===== config.mk =====
export PLATFORM = sky130hd
export DESIGN_NAME = satatrn_txdata_sched
export DESIGN_NICKNAME = d
export VERILOG_FILES = /design/src/rtl/satatrn_pkg.sv /design/src/rtl/satatrn_txdata_sched.sv
export SDC_FILE = /design/constraint.sdc
export NUM_CORES = 1
export LEC_CHECK = 0
export ABC_AREA = 1
export BUFFER_PORTS_ARGS = -buffer_cell sky130_fd_sc_hd__clkbuf_2
export CAP_MARGIN = 20
export CORE_MARGIN = 3
export CORE_UTILIZATION = 52
export DETAILED_ROUTE_END_ITERATION = 10
export GPL_TIMING_DRIVEN = 0
export HOLD_SLACK_MARGIN = 0.08
export PLACE_DENSITY = 0.79
export SKIP_LAST_GASP = 1
export SLEW_MARGIN = 10
export SYNTH_ARGS = -nofsm -noshare
export SYNTH_HDL_FRONTEND = slang
export SYNTH_SLANG_ARGS = --single-unit

===== constraint.sdc =====
create_clock -name i_phy_clk -period 1.8 [get_ports i_phy_clk]
set_input_delay 0.09 -clock i_phy_clk [delete_from_list [all_inputs] [get_ports i_phy_clk]]
set_output_delay 0.09 -clock i_phy_clk [all_outputs]
set_load 0.02 [all_outputs]

===== src/rtl/satatrn_pkg.sv =====
// Shared definitions for the SATA transport TX data scheduler.
package satatrn_pkg;

  // FIS type byte of a Data FIS (host-to-device and device-to-host).
  localparam logic [7:0] FIS_DATA = 8'h46;

  // Scheduler states.
  typedef enum logic [2:0] {
    IDLE,     // no transfer open, waiting for activate + data
    HDR,      // Data FIS header sitting in the output register
    DATA,     // streaming payload dwords of the current FIS
    WAIT,     // last dword handed off, waiting for link completion
    WAITACT,  // transfer still open, waiting for the next DMA Activate
    DRAIN     // transfer failed/aborted, discarding the rest of the stream
  } state_t;

  // Header dword of a Data FIS: only the type byte is non-zero.
  function automatic logic [31:0] data_fis_header();
    return {24'h0, FIS_DATA};
  endfunction

endpackage


===== src/rtl/satatrn_txdata_sched.sv =====
// Splits one host write transfer into Data FISes, each gated by a DMA
// Activate from the device, and feeds them to the transport TX arbiter.
module satatrn_txdata_sched
  import satatrn_pkg::*;
#(
  parameter int LGMAXFIS     = 11,
  parameter bit OPT_LOWPOWER = 1'b0
) (
  input  logic        i_phy_clk,
  input  logic        i_phy_reset_n,
  input  logic        i_abort,
  input  logic        i_clear_err,
  input  logic        i_dma_activate,
  input  logic        i_s_valid,
  output logic        o_s_ready,
  input  logic [31:0] i_s_data,
  input  logic        i_s_last,
  output logic        o_m_valid,
  input  logic        i_m_ready,
  output logic [31:0] o_m_data,
  output logic        o_m_last,
  input  logic        i_link_done,
  input  logic        i_link_err,
  output logic        o_busy,
  output logic        o_err,
  output logic [15:0] o_fis_count
);

  state_t              r_state;
  logic                r_m_valid;
  logic [31:0]         r_m_data;
  logic                r_m_last;
  logic                r_act_pend;
  logic                r_xfer_open;
  logic                r_err;
  logic [LGMAXFIS-1:0] r_cnt;
  logic [15:0]         r_fis_count;

  logic w_adv;
  logic w_s_ready;
  logic w_s_accept;
  logic w_fis_last;
  logic w_hdr_start;
  logic w_err_set;

  // Output register may take a new dword when empty or being drained.
  assign w_adv = !r_m_valid || i_m_ready;

  // An abort cycle never consumes input: the dword presented then must be
  // seen again by DRAIN, otherwise a final dword could be lost and DRAIN
  // would wait forever for a last that already went by.
  assign w_s_ready  = !i_abort &&
                      (((r_state == DATA) && w_adv) || (r_state == DRAIN));
  assign w_s_accept = i_s_valid && w_s_ready;

  // FIS ends on the transfer's last dword or on a full payload; the test
  // uses the pre-increment count so the counter never needs an extra bit.
  assign w_fis_last = i_s_last || (r_cnt == {LGMAXFIS{1'b1}});

  // Header is only issued with data already waiting, so no FIS is empty.
  assign w_hdr_start = ((r_state == IDLE) || (r_state == WAITACT)) &&
                       r_act_pend && i_s_valid && w_adv;

  assign w_err_set = (i_abort && (r_state != IDLE)) ||
                     (i_dma_activate && ((r_state == HDR) || (r_state == DATA))) ||
                     ((r_state == WAIT) && i_link_done && i_link_err);

  // Scheduler FSM with the output register, payload counter and FIS count.
  always_ff @(posedge i_phy_clk or negedge i_phy_reset_n) begin
    if (!i_phy_reset_n) begin
      r_state     <= IDLE;
      r_m_valid   <= 1'b0;
      r_m_data    <= '0;
      r_m_last    <= 1'b0;
      r_act_pend  <= 1'b0;
      r_xfer_open <= 1'b0;
      r_cnt       <= '0;
      r_fis_count <= '0;
    end else if (i_abort) begin
      r_m_valid  <= 1'b0;
      r_act_pend <= 1'b0;
      r_state    <= r_xfer_open ? DRAIN : IDLE;
    end else begin
      // An activate during HDR/DATA is a protocol error and is not queued.
      if (i_dma_activate && (r_state != HDR) && (r_state != DATA))
        r_act_pend <= 1'b1;
      // By default the word in the output register is consumed.
      if (w_adv)
        r_m_valid <= 1'b0;
      case (r_state)
        IDLE, WAITACT: begin
          if (w_hdr_start) begin
            r_m_valid   <= 1'b1;
            r_m_data    <= data_fis_header();
            r_m_last    <= 1'b0;
            r_cnt       <= '0;
            r_xfer_open <= 1'b1;
            r_act_pend  <= 1'b0;
            r_state     <= HDR;
          end
        end
        HDR: begin
          if (i_m_ready)
            r_state <= DATA;
        end
        DATA: begin
          if (w_s_accept) begin
            r_m_valid <= 1'b1;
            r_m_data  <= i_s_data;
            r_m_last  <= w_fis_last;
            r_cnt     <= r_cnt + 1'b1;
            if (w_fis_last) begin
              r_state <= WAIT;
              if (i_s_last)
                r_xfer_open <= 1'b0;
            end
          end
        end
        WAIT: begin
          if (i_link_done) begin
            if (!i_link_err) begin
              r_fis_count <= r_fis_count + 16'd1;
              r_state     <= r_xfer_open ? WAITACT : IDLE;
            end else begin
              r_state     <= r_xfer_open ? DRAIN : IDLE;
            end
          end
        end
        DRAIN: begin
          if (i_s_valid && i_s_last) begin
            r_state     <= IDLE;
            r_xfer_open <= 1'b0;
          end
        end
        default: r_state <= IDLE;
      endcase
    end
  end

  // Sticky error flag; a new error in the same cycle beats a clear.
  always_ff @(posedge i_phy_clk or negedge i_phy_reset_n) begin
    if (!i_phy_reset_n)
      r_err <= 1'b0;
    else if (w_err_set)
      r_err <= 1'b1;
    else if (i_clear_err)
      r_err <= 1'b0;
  end

  assign o_s_ready   = w_s_ready;
  assign o_m_valid   = r_m_valid;
  assign o_m_data    = (OPT_LOWPOWER && !r_m_valid) ? 32'h0 : r_m_data;
  assign o_m_last    = (OPT_LOWPOWER && !r_m_valid) ? 1'b0  : r_m_last;
  assign o_busy      = (r_state != IDLE);
  assign o_err       = r_err;
  assign o_fis_count = r_fis_count;

endmodule


Yosys cells after proc, flatten, opt, wreduce, memory -nomap -nowiden --
Index checks and enable logic that the tools add are counted.
Word-level totals: register bits after elaboration 67, bits in latches 0, bits in writable memories 0, ROM bits 0, output and inout bits 53, memories 0
Cells by class: add/sub/neg operators 2, $mul 0, divide/modulo/power cells 0, $lt $le $gt $ge 0, eq/ne operators 19, shift-type cells 0, mux-type cells 37, bitwise logic cells 2, reductions and logical operators 32
Operators by type and width (count):
- 32-bit 2-to-1 mux | 2
- 32-bit case mux with 2 select lines | 1
- 3-bit 2-to-1 mux | 10
- 11-bit 2-to-1 mux | 2
- 11-bit case mux with 2 select lines | 1
- 1-bit 2-to-1 mux | 17
- 16-bit by 1-bit adder with 16-bit output, second input constant | 1
- 3-bit != test, second input constant | 5
- 3-bit case mux with 5 select lines | 1
- 1-bit logical AND | 13
- 11-bit by 1-bit adder with 11-bit output, second input constant | 1
- 11-bit == test, second input constant | 1
- 2-bit != test, second input constant | 4
- 4-bit AND reduction | 2
- 1-bit logical OR | 7
- 7-bit AND reduction | 1
- 3-bit by 2-bit == test with 1-bit output, second input constant | 2
- 3-bit == test, second input constant | 2
- 3-bit by 2-bit != test with 1-bit output, second input constant | 2
- 6-bit AND reduction | 1
- 3-bit nonzero test | 2
- 1-bit case mux with 2 select lines | 2
- 2-bit nonzero test | 2
- 3-bit by 1-bit == test with 1-bit output, second input constant | 1
- 7 further kinds | 9

Depth between registers and ports, before layout --
Gate-level depths: netlist of the first run.
word-level depth 9, depth in mapped cells 11

Worst setup path before layout of the first run --
No wires, ideal clock.
path type register to register, from register r_state[1], to register r_cnt[7], setup time 0.116 ns, arrival time 1.370 ns, data required time 1.684 ns, slack 0.313 ns, stages on the path, launching flop included 11, path buffers 2, period minus slack after synthesis 1.487 ns, cells stage by stage dfrtp_1 inv_1 nand3_1 nand2_1 nand3_1 a21oi_2 nand2_2 buf_6 buf_6 nand2_1 nand2_1
Between the ends: longest elaborated chain between the ends 7
RTL lines:
- start: declaration | line satatrn_txdata_sched.sv:29 | state_t r_state;
- start signal: assignment | line satatrn_txdata_sched.sv:82 | r_state <= r_xfer_open ? DRAIN : IDLE;
- start signal: assignment | line satatrn_txdata_sched.sv:123 | r_state <= r_xfer_open ? WAITACT : IDLE;
- start signal: assignment | line satatrn_txdata_sched.sv:125 | r_state <= r_xfer_open ? DRAIN : IDLE;
- 3-bit == test (tied with other cells) | line satatrn_txdata_sched.sv:61, satatrn_txdata_sched.sv:90
- 1-bit logical OR or 1-bit logical AND (tied branches) | line satatrn_txdata_sched.sv:61, satatrn_txdata_sched.sv:53
- 1-bit logical AND or 1-bit logical OR (tied branches) | line satatrn_txdata_sched.sv:61, satatrn_txdata_sched.sv:53
- 1-bit logical AND, on equally long branches | line satatrn_txdata_sched.sv:62, satatrn_txdata_sched.sv:52
- 1-bit logical AND, on equally long branches | line satatrn_txdata_sched.sv:62, satatrn_txdata_sched.sv:54
- 2-bit != test (no line)
- 4-bit AND reduction (no line)
- end signal: assignment | line satatrn_txdata_sched.sv:111 | r_cnt <= r_cnt + 1'b1;
- end: declaration | line satatrn_txdata_sched.sv:36 | logic [LGMAXFIS-1:0] r_cnt;
Parallel ways exist; a longest one is shown, timed or not. A chain may end at the register's enable or synchronous reset.

Worst setup path after layout of the first run --
from register r_state[1], to register r_m_data[25], in the netlist o_m_data[25]
Between the ends: longest elaborated chain between the ends 7
RTL lines:
- 3-bit == test (tied with other cells) | line satatrn_txdata_sched.sv:61, satatrn_txdata_sched.sv:90
- 1-bit logical OR or 1-bit logical AND (tied branches) | line satatrn_txdata_sched.sv:61, satatrn_txdata_sched.sv:53
- 1-bit logical AND or 1-bit logical OR (tied branches) | line satatrn_txdata_sched.sv:61, satatrn_txdata_sched.sv:53
- 1-bit logical AND, on equally long branches | line satatrn_txdata_sched.sv:62, satatrn_txdata_sched.sv:52
- 1-bit logical AND, on equally long branches | line satatrn_txdata_sched.sv:62, satatrn_txdata_sched.sv:54
- 2-bit != test (no line)
- 4-bit AND reduction (no line)
- end signal: assignment | line satatrn_txdata_sched.sv:94 | r_m_data <= data_fis_header();
- end signal: assignment | line satatrn_txdata_sched.sv:109 | r_m_data <= i_s_data;
- end: declaration | line satatrn_txdata_sched.sv:31 | logic [31:0] r_m_data;
Parallel ways exist; a longest one is shown, timed or not.

==> results of run 1 <==
==> sequential cells by signal, summed over array words and instances, names as in the netlist <==
name / flops
o_m_valid: 1
o_fis_count: 16
r_act_pend: 1
o_err: 1
o_m_last: 1
r_xfer_open: 1
r_state: 3
r_cnt: 11
o_m_data: 32
==> cell families (layout without fill, tap and decap cells) <==
| family | count (synthesis) | in the layout | synth area share |
|---|---|---|---|
| compound gates | 52 | 52 | 0.0817 |
| xor+xnor | 17 | 17 | 0.0446 |
| fa+ha+maj | 2 | 2 | 0.00750 |
| buf+inv | 47 | 198 | 0.0622 |
| flops | 67 | 67 | 0.502 |
| simple gates | 244 | 244 | 0.302 |
==> metal layers <==
layer | up-vias | wire [um]
li1 | 1668 | -
met1 | 1563 | 3910
met2 | 135 | 4130
met3 | 21 | 575
met4 | 0 | 211
met5 | - | 0
==> through the flow <==
| stage | util | hold slack (ps) | setup WS [ps] | std cells | power [uW] |
|---|---|---|---|---|---|
| after floorplan | - | -206 | 313 | 429 | 3560 |
| after global placement | 0.643 | 321 | 65.8 | 597 | 4250 |
| after detailed placement | 0.647 | 89.9 | 20.7 | 598 | 4310 |
| after CTS | 0.750 | 90.3 | 15.1 | 653 | 5830 |
| after global routing | 0.759 | 121 | -34.7 | 655 | 6290 |
| final | 0.759 | 99.6 | 68.7 | 655 | 5890 |
==> power by group through the flow <==
stage / combinational, uW / sequential (uW) / clock, uW
after floorplan: 975 / 2580 / 0
after global placement: 2040 / 2210 / 0
after detailed placement: 2090 / 2220 / 0
after CTS: 2160 / 2200 / 1470
after global routing: 2500 / 2250 / 1540
final: 2250 / 2200 / 1440
==> placed cells by master (no fill, tap or decap), drive strengths merged <==
master and instances:
nand2 162, clkbuf 112, dfrtp 67, o21ai 42, dlygate4sd3 39, nand3 35, inv 30, nor2 29
xor2 11, buf 11, nor3 7, xnor2 6, a21oi 6, nand4 6, clkinvlp 3, or2 2
nand3b 2, bufinv 2, ha 2, o22ai 1, clkinv 1, and2 1, o2111ai 1, a31oi 1
o21a 1
==> how the worst max path moves through the flow <==
stage,from,to,slack [ps],cells after the start
floorplan,r_state[1],r_cnt[7],310,10
global placement,r_cnt[0],r_state[1],70,9
detailed placement,r_cnt[0],r_state[0],20,9
CTS,r_cnt[0],r_state[0],20,9
global route,r_cnt[1],r_state[2],-30,9
finish,r_state[1],o_m_data[25],70,8
==> cell type report <==
class                      count  share of cell area
inverter                      31              0.0264
clock buffer                  11              0.0329
sequential                    67               0.365
multi-input combinational    315               0.321
clock inverter                 5              0.0182
buffer                        16              0.0226
timing repair buffer         135               0.194
tap                           75              0.0204
==> worst min-delay path, delay by kind of cell <==
kind                   cells  cell delay (ps)
and+or+nand+nor            3              170
buffers and inverters      2              150
==> repair_timing <==
action	4_1_cts	5_1_grt
hold buffers	39	0
endpoints found under the setup margin	0	54
buffers inserted	0	2
resized for setup	0	22
hold endpoints to repair	65	0
==> out/metrics.cfg, run 1 <==
[outcome]
status=complete, no violations

[clock_network]
clk_latency_ps=330
cts_made_buffers=9
h-tree-depth=3
numClockSinks=67
clockRootBuffer=clkbuf_8
cts_tree=yes
path_clk_slew_ps=80
cts_buffer_depth=2

[sta]
setup_violations=0
drv_slew=0
finalClockSkew_ps=9.60
fin_crit_sh=0.962
worst_pin_slew_ps=461
hold_violations=0
relSlewSlack=0.692
timing.fmax_mhz=578
timing.setup.tns_ps=0
fin_crit_ps=1730

[power_and_ir_drop]
leakage_uw=0.00235
power_frac_comb=0.382
internal-power_uw=3530
power_frac_seq=0.373
p_sw_uw=2370
power.density_nw_per_um2=1280
switching_share=0.401
peakVddDrop_uv=887
pwr-share-clk=0.244

[global_route]
grt.total_usage=0.249
grt_use_met2=0.413
met3_usage=0.0423
grt_pass1_vias=3272
grt_remaining_overflow=0
grt_pass1_wl_um=14800
grt_busiest_layer=met2
met1_usage=0.325
grt_max_degree=38
antenna_found_initial=0

[detailed_routing]
initialDrtViolationCount=226
wl_per_cell_um=13.5
finalWirelength_um=8830
firstDrtPassIters=5
via_per_inst=5.17
route.detailed.drc=0
ant_nets=0
route.vias.total=3387

[worst_setup_path]
crit_path_start_kind=flop
crit_top_cell=nand3_1
regToRegSetupSlack_ps=70
path_buf_inv=2
path_cells=inv_1 > nand3_1 > nand2_1 > nand3_1 > a21oi_2 > nand2_4 > clkbuf_2 > o21ai_0
r2r-end=o_m_data[25]
crit_fanout=10
cp_data_arrival_time_ps=1960
critPathKind=reg2reg
max_stage_delay_ps=440
rr_startpoint=r_state[1]
critPathTopFamily=compound AO/OA/AOI/OAI gates
critical_path_required_ps=2030
worst_r2r_path_depth=8
cp-end-kind=flop
slowest_stage=dfrtp_2

[cells_and_area]
antenna_cells=0
finalNetCount=619
drive_gt1_frac=0.240
ff_latch_area_um2=1680
multi_input_area_um2=1480
fin_area_um2=4600
fillCellCount=444
area_growth_syn_to_layout_pct=37.9

[worst_hold_path]
min_path_cells=5
hold_path_class=in2reg
min_from=i_s_last
worstHoldEndpoint=o_m_last

[floorplanning]
die_h_um=86.1
rows=28
fp.dieW_um=86.1
start_util=0.551
dieArea_um2=7420
coreArea_um2=6060
io_pins=95

[place]
numPortBuffers=93
place.detailed.hpwl_um=5940
gp_congestion=0.939
placed_area_um2=3920

[yosys]
seq_area_frac_synth=0.502
ys_ff_latch=67
synth_cells=429
yosysTopAreaCell=dfrtp_1
synth_area_leaders=dfrtp_1 50%, nand2_1 18%, o21ai_0 6.1%
ys.flop_type=dfrtp_1
synth-edff-count=0
yosysWarnings=0
synthArstFlopShare=1.00
synth_area_um2=3340
syn_nets=473
yosysMostFrequentCell=nand2_1
synth_common_cells=161 x nand2_1, 67 x dfrtp_1, 41 x o21ai_0
synthDistinctLibCells=29
synth_top_area_frac=0.502
postSynthAreaPerCell_um2=7.78

[run]
maxCapViolations=0

Power figures use the tool's default switching activity.
==> run 2, diff against run 1 <==
- REMOVE_ABC_BUFFERS: unset -> 1
==> out/metrics.cfg, run 2 (synthesized netlist as in run 1, its figures left out) <==
[global_route]
grt_pass1_wl_um=15700  ; +6.1%
grt_remaining_overflow=0  ; unchanged
grt.total_usage=0.268  ; +0.0193
grt_pass1_vias=3377  ; +3.2%
grt_max_degree=40  ; +5.3%
antenna_found_initial=0  ; unchanged

[sta]
finalClockSkew_ps=13.5  ; +3.87 ps
setup_violations=0  ; unchanged
hold_ws_ps=116  ; +16.2 ps
fin_crit_sh=0.963  ; about the same
worst_pin_slew_ps=429  ; -32.1 ps
relSlewSlack=0.714  ; +0.0214
drv_slew=0  ; unchanged
hold_violations=0  ; unchanged
timing.fmax_mhz=577  ; about the same
fin_crit_ps=1730  ; +1.23 ps

[cells_and_area]
final_cells=653  ; -0.31%
drive_gt1_frac=0.253  ; +0.0129
final_core_util=0.781  ; +0.0221
final_cell_mix=160 x nand2_1, 93 x clkbuf_2, 63 x dfrtp_1
largest_reg_flops=32  ; unchanged
antenna_cells=0  ; unchanged
mostFrequentLayoutCell=nand2_1
area_growth_syn_to_layout_pct=41.9
finalNetCount=617  ; -0.32%

[detailed_routing]
wl_per_cell_um=15.0  ; +11%
via_per_inst=5.35  ; +3.5%
finalWirelength_um=9760  ; +11%
route.detailed.drc=0  ; unchanged
firstDrtPassIters=6  ; +1
ant_nets=0  ; unchanged
initialDrtViolationCount=234  ; +3.5%
route.vias.total=3495  ; +3.2%

[worst_hold_path]
hold_path_class=in2reg
min_from=i_s_last

[floorplanning]
rows=28  ; unchanged
coreArea_um2=6060  ; unchanged
die_h_um=86.1  ; unchanged
io_pins=95  ; unchanged
start_util=0.551  ; unchanged
dieArea_um2=7420  ; unchanged
fp.dieW_um=86.1  ; unchanged

[power_and_ir_drop]
switching_share=0.409  ; +0.00748
pwr-share-clk=0.232  ; -0.012
power.density_nw_per_um2=1310  ; +2.4%
power_frac_seq=0.356  ; -0.017
leakage_uw=0.00237  ; +0.80%
finalPower_uw=6210  ; +5.3%
p_sw_uw=2540  ; +7.3%
power_frac_comb=0.412  ; +0.030
internal-power_uw=3670  ; +4.0%
peakVddDrop_uv=859  ; -3.2%

[worst_setup_path]
crit_path_start_kind=flop
path_cells=inv_2 > nand3_1 > nand2_2 > nand3_2 > a21oi_4 > buf_4 > buf_8 > nand2_1 > o21ai_0
critPathKind=reg2reg
critPathTopFamily=buffers and inverters
rr_startpoint=r_state[1]
path_buf_inv=3  ; +1
critical_path_required_ps=2050  ; +20 ps
critPathLaunch=r_state[1]
crit_fanout=10  ; unchanged
cp-end-kind=flop
cp_data_arrival_time_ps=1980  ; +20 ps
max_stage_delay_ps=430  ; about the same
slowest_stage=dfrtp_2

[place]
numPortBuffers=94  ; +1.1%
place.detailed.hpwl_um=5610  ; -5.5%
gp_congestion=0.877  ; -6.6%
dp_cells=585  ; -2.2%

[outcome]
status=complete, no violations

[clock_network]
path_clk_slew_ps=70  ; about the same
cts_made_buffers=9  ; unchanged
numClockSinks=67  ; unchanged
h-tree-depth=3  ; unchanged
clockRootBuffer=clkbuf_8
cts_tree=yes
cts_buffer_depth=2  ; unchanged
clk_latency_ps=340  ; about the same

[run]
maxCapViolations=0  ; unchanged

run 2: changes by cell type in the layout (fill, tap and decap cells not counted), sizes merged:
| cell | before | now |
|---|---|---|
| clkinv | 1 | 3 |
| nand2 | 162 | 163 |
| buf | 11 | 15 |
| clkbuf | 112 | 106 |
| inv | 30 | 27 |
run 2: cell type report:
type                       count  area (um^2)
sequential                    67         1680
clock buffer                  12          155
timing repair buffer         148         1070
tap                           75         93.8
multi-input combinational    316         1540
clock inverter                 4         72.6
fill                         402         1330
inverter                      31          125
run 2: power by group through the flow:
stage	sequential (uW)	clock, uW	combinational [uW]
final	2210	1440	2560
after global routing	2250	1520	2800
after CTS	2190	1460	2380
after detailed placement	2210	0	2040
after global placement	2190	0	1930
after floorplan	2580	0	882
run 2: metal layers:
layer	wire, um	track usage	vias to the layer above
met5	0	0	-
met4	162	0.108	0
met3	683	0.0461	14
met2	4840	0.445	153
met1	4080	0.348	1665
li1	-	-	1663
run 2: through the flow:
| stage | setup slack (ps) | cell area, um^2 | setup TNS (ps) |
|---|---|---|---|
| 6_report | 67.5 | 4740 | 0 |
| 5_1_grt | -5.25 | 4740 | -5.64 |
| 4_1_cts | 4.34 | 4650 | 0 |
| 3_5_place_dp | -1050 | 3880 | -42380 |
| 3_3_place_gp | -1870 | 3810 | -82260 |
| 2_1_floorplan | -907 | 3250 | -37300 |
run 2: final timing paths:
| kind | end | slack, ps | depth (start not counted) |
|---|---|---|---|
| worst max-delay path | r_cnt[0] | 70 | 9 |
| worst min register to register | o_m_last | 480 | 2 |
| min in group asynchronous | o_fis_count[9] | 260 | 2 |
| max in group asynchronous | o_m_data[24] | 990 | 3 |
| worst min-delay path | o_m_last | 120 | 5 |
| worst max register to register | r_cnt[0] | 70 | 9 |
run 2: tightest hold or removal path, cell delays in order:
cell and delay, ps:
clkbuf_2 100, inv_1 50, nand2_1 40, nand3_1 70
nand2_1 60
run 2: what timing repair did:
item | CTS | global route
hold buffers | 39 | 0
buffers inserted | 6 | 6
pin swaps | 2 | 2
gates resized for setup | 13 | 16
gates cloned | 2 | 0
endpoints found under the setup margin | 53 | 48
endpoints found under the hold margin | 63 | 0
==> run 3, diff against run 2 <==
--- a/config.mk
+++ b/config.mk
@@ -10,9 +10,9 @@
 export CAP_MARGIN = 20
 export CORE_MARGIN = 3
-export CORE_UTILIZATION = 52
+export CORE_UTILIZATION = 56
 export DETAILED_ROUTE_END_ITERATION = 10
 export GPL_TIMING_DRIVEN = 0
 export HOLD_SLACK_MARGIN = 0.08
-export PLACE_DENSITY = 0.79
+export PLACE_DENSITY = 0.84
 export REMOVE_ABC_BUFFERS = 1
 export SKIP_LAST_GASP = 1
==> constraint.sdc (replaced) <==
create_clock -name i_phy_clk -period 2.21 [get_ports i_phy_clk]
set_input_delay 0.442 -clock i_phy_clk [delete_from_list [all_inputs] [get_ports i_phy_clk]]
set_output_delay 0.442 -clock i_phy_clk [all_outputs]
set_load 0.02 [all_outputs]
==> out/metrics.cfg, run 3 (synthesized netlist as in run 1, its figures left out) <==
[outcome]
status=complete, no violations

[place]
dp_cells=582  ; -0.51%
numPortBuffers=94  ; unchanged
place_ws_ps=-960  ; +92.3 ps
gp_congestion=0.919  ; +4.8%
place.detailed.hpwl_um=5640  ; +0.56%

[cells_and_area]
final_cells=601  ; -8.0%
mostFrequentLayoutCell=nand2_1
drive_gt1_frac=0.231  ; -0.0220
final_core_util=0.742  ; -0.0398
finalNetCount=568  ; -7.9%
area_growth_syn_to_layout_pct=25.3
fillCellCount=426  ; +6.0%
largest_reg_flops=32  ; unchanged
final_cell_mix=161 x nand2_1, 93 x clkbuf_2, 67 x dfrtp_1
antenna_cells=0  ; unchanged

[worst_setup_path]
critPathKind=reg2reg
critPathLaunch=r_state[1]
crit_top_cell=nand3_1
path_cells=inv_1 > nand3_1 > nand2_1 > nand3_1 > a21oi_4 > nand2_8 > buf_16 > o21ai_0
rr_startpoint=r_state[1]
cp-end-kind=flop
max_stage_delay_ps=480  ; +50 ps
critical_path_required_ps=2450  ; +400 ps
crit_fanout=41  ; +31
crit_path_start_kind=flop
worst_r2r_path_depth=8  ; -1
slowest_stage=dfrtp_1
cp_data_arrival_time_ps=2250  ; +270 ps
r2r-end=o_m_data[27]
regToRegSetupSlack_ps=200  ; +130 ps
crit_end=o_m_data[27]

[run]
maxCapViolations=0  ; unchanged

[power_and_ir_drop]
power_frac_comb=0.372  ; -0.040
peakVddDrop_uv=733  ; -15%
internal-power_uw=2800  ; -24%
p_sw_uw=1880  ; -26%
pwr-share-clk=0.244  ; +0.012
power_frac_seq=0.383  ; +0.027
switching_share=0.402  ; -0.00694
leakage_uw=0.00215  ; -9.0%
finalPower_uw=4690  ; -24%
power.density_nw_per_um2=1120  ; -15%

[detailed_routing]
route.detailed.drc=0  ; unchanged
route.vias.total=3161  ; -9.6%
via_per_inst=5.26  ; -1.7%
initialDrtViolationCount=235  ; +0.43%
finalWirelength_um=7890  ; -19%
firstDrtPassIters=4  ; -2
ant_nets=0  ; unchanged
wl_per_cell_um=13.1  ; -12%

[worst_hold_path]
hold_path_class=in2reg
min_path_cells=3  ; -2

[floorplanning]
fp.dieW_um=83.2  ; -3.4%
die_h_um=83.2  ; -3.4%
rows=27  ; -3.6%
start_util=0.592  ; +0.0409
io_pins=95  ; unchanged
coreArea_um2=5640  ; -6.9%
dieArea_um2=6920  ; -6.7%

[sta]
worst_slack_ps=199  ; +131 ps
finalClockSkew_ps=10.7  ; -2.73 ps
relSlewSlack=0.765  ; +0.0512
drv_slew=0  ; unchanged
fin_crit_ps=2010  ; +279 ps
fin_crit_sh=0.910  ; -0.0523
setup_violations=0  ; unchanged
timing.fmax_mhz=497  ; -14%
timing.setup.tns_ps=0  ; unchanged
worst_pin_slew_ps=350  ; -79.6 ps
hold_violations=0  ; unchanged
rsz0062_at_grt=no

[clock_network]
numClockSinks=67  ; unchanged
clk_latency_ps=340  ; about the same
clockRootBuffer=clkbuf_8
path_clk_slew_ps=70  ; about the same
cts_tree=yes
cts_made_buffers=9  ; unchanged
cts_buffer_depth=2  ; unchanged
h-tree-depth=3  ; unchanged

[global_route]
grt_max_degree=48  ; +20%
grt_remaining_overflow=0  ; unchanged
grt_pass1_wl_um=13500  ; -14%
antenna_found_initial=0  ; unchanged
grt_pass1_vias=2973  ; -12%
grt.total_usage=0.237  ; -0.0315

run 3: cell types whose count changed in the layout (fill, tap and decap cells not counted), sizes merged:
cell	previous run	this run
dlygate4sd3	39	1
nand2	163	162
clkinvlp	3	2
buf	15	5
inv	27	28
run 3: area by class of cell:
cell class,count,area (um^2),share of cell area
Inverter,31,121,0.0290
Clock buffer,12,155,0.0371
Timing Repair Buffer,100,581,0.139
Multi-Input combinational cell,315,1490,0.356
Sequential cell,67,1680,0.401
Clock inverter,4,72.6,0.0173
Tap cell,72,90.1,0.0215
run 3: metrics by stage:
stage	instance area (um^2)	hold WS, ps
after detailed placement	3890	391
final	4180	331
after CTS	4170	323
after floorplan	3250	146
after global placement	3810	455
after global routing	4180	319
run 3: how the worst min path moves through the flow:
stage	startpoint	end	slack (ps)
finish	i_s_data[17]	o_m_data[17]	330
global route	i_s_data[17]	o_m_data[17]	320
CTS	i_s_data[17]	o_m_data[17]	320
detailed placement	i_phy_reset_n	o_m_data[10]	390
global placement	o_m_data[20]	o_m_data[20]	460
floorplan	i_phy_reset_n	o_err	150
run 3: routing by layer:
metal | share of wire | global-route usage | vias up
met1 | 0.42 | 0.305 | 1453
met4 | 0.019 | 0.0921 | 0
met5 | 0 | 0 | -
li1 | - | - | 1571
met3 | 0.071 | 0.0575 | 15
met2 | 0.49 | 0.386 | 122
run 3: repair_timing:
action	CTS	global route
resized for setup	4	2
buffers inserted	2	0
hold buffers	1	0
endpoints found under the hold margin	20	0
pin swaps	1	0
setup endpoints to repair	45	3
run 3: power by group through the flow:
stage | combinational [uW] | clock (uW) | sequential (uW)
final | 1750 | 1140 | 1800
after global routing | 1930 | 1240 | 1840
after CTS | 1730 | 1170 | 1790
after detailed placement | 1680 | 0 | 1810
after global placement | 1570 | 0 | 1790
after floorplan | 719 | 0 | 2100
run 3: critical path: cells and delay by family, from the launching register on:
kind                   cells  cell delay (ps)
AOI/OAI and AO/OA          2              480
buffers and inverters      2              380
DFF                        1              480
and+or+nand+nor            4              540
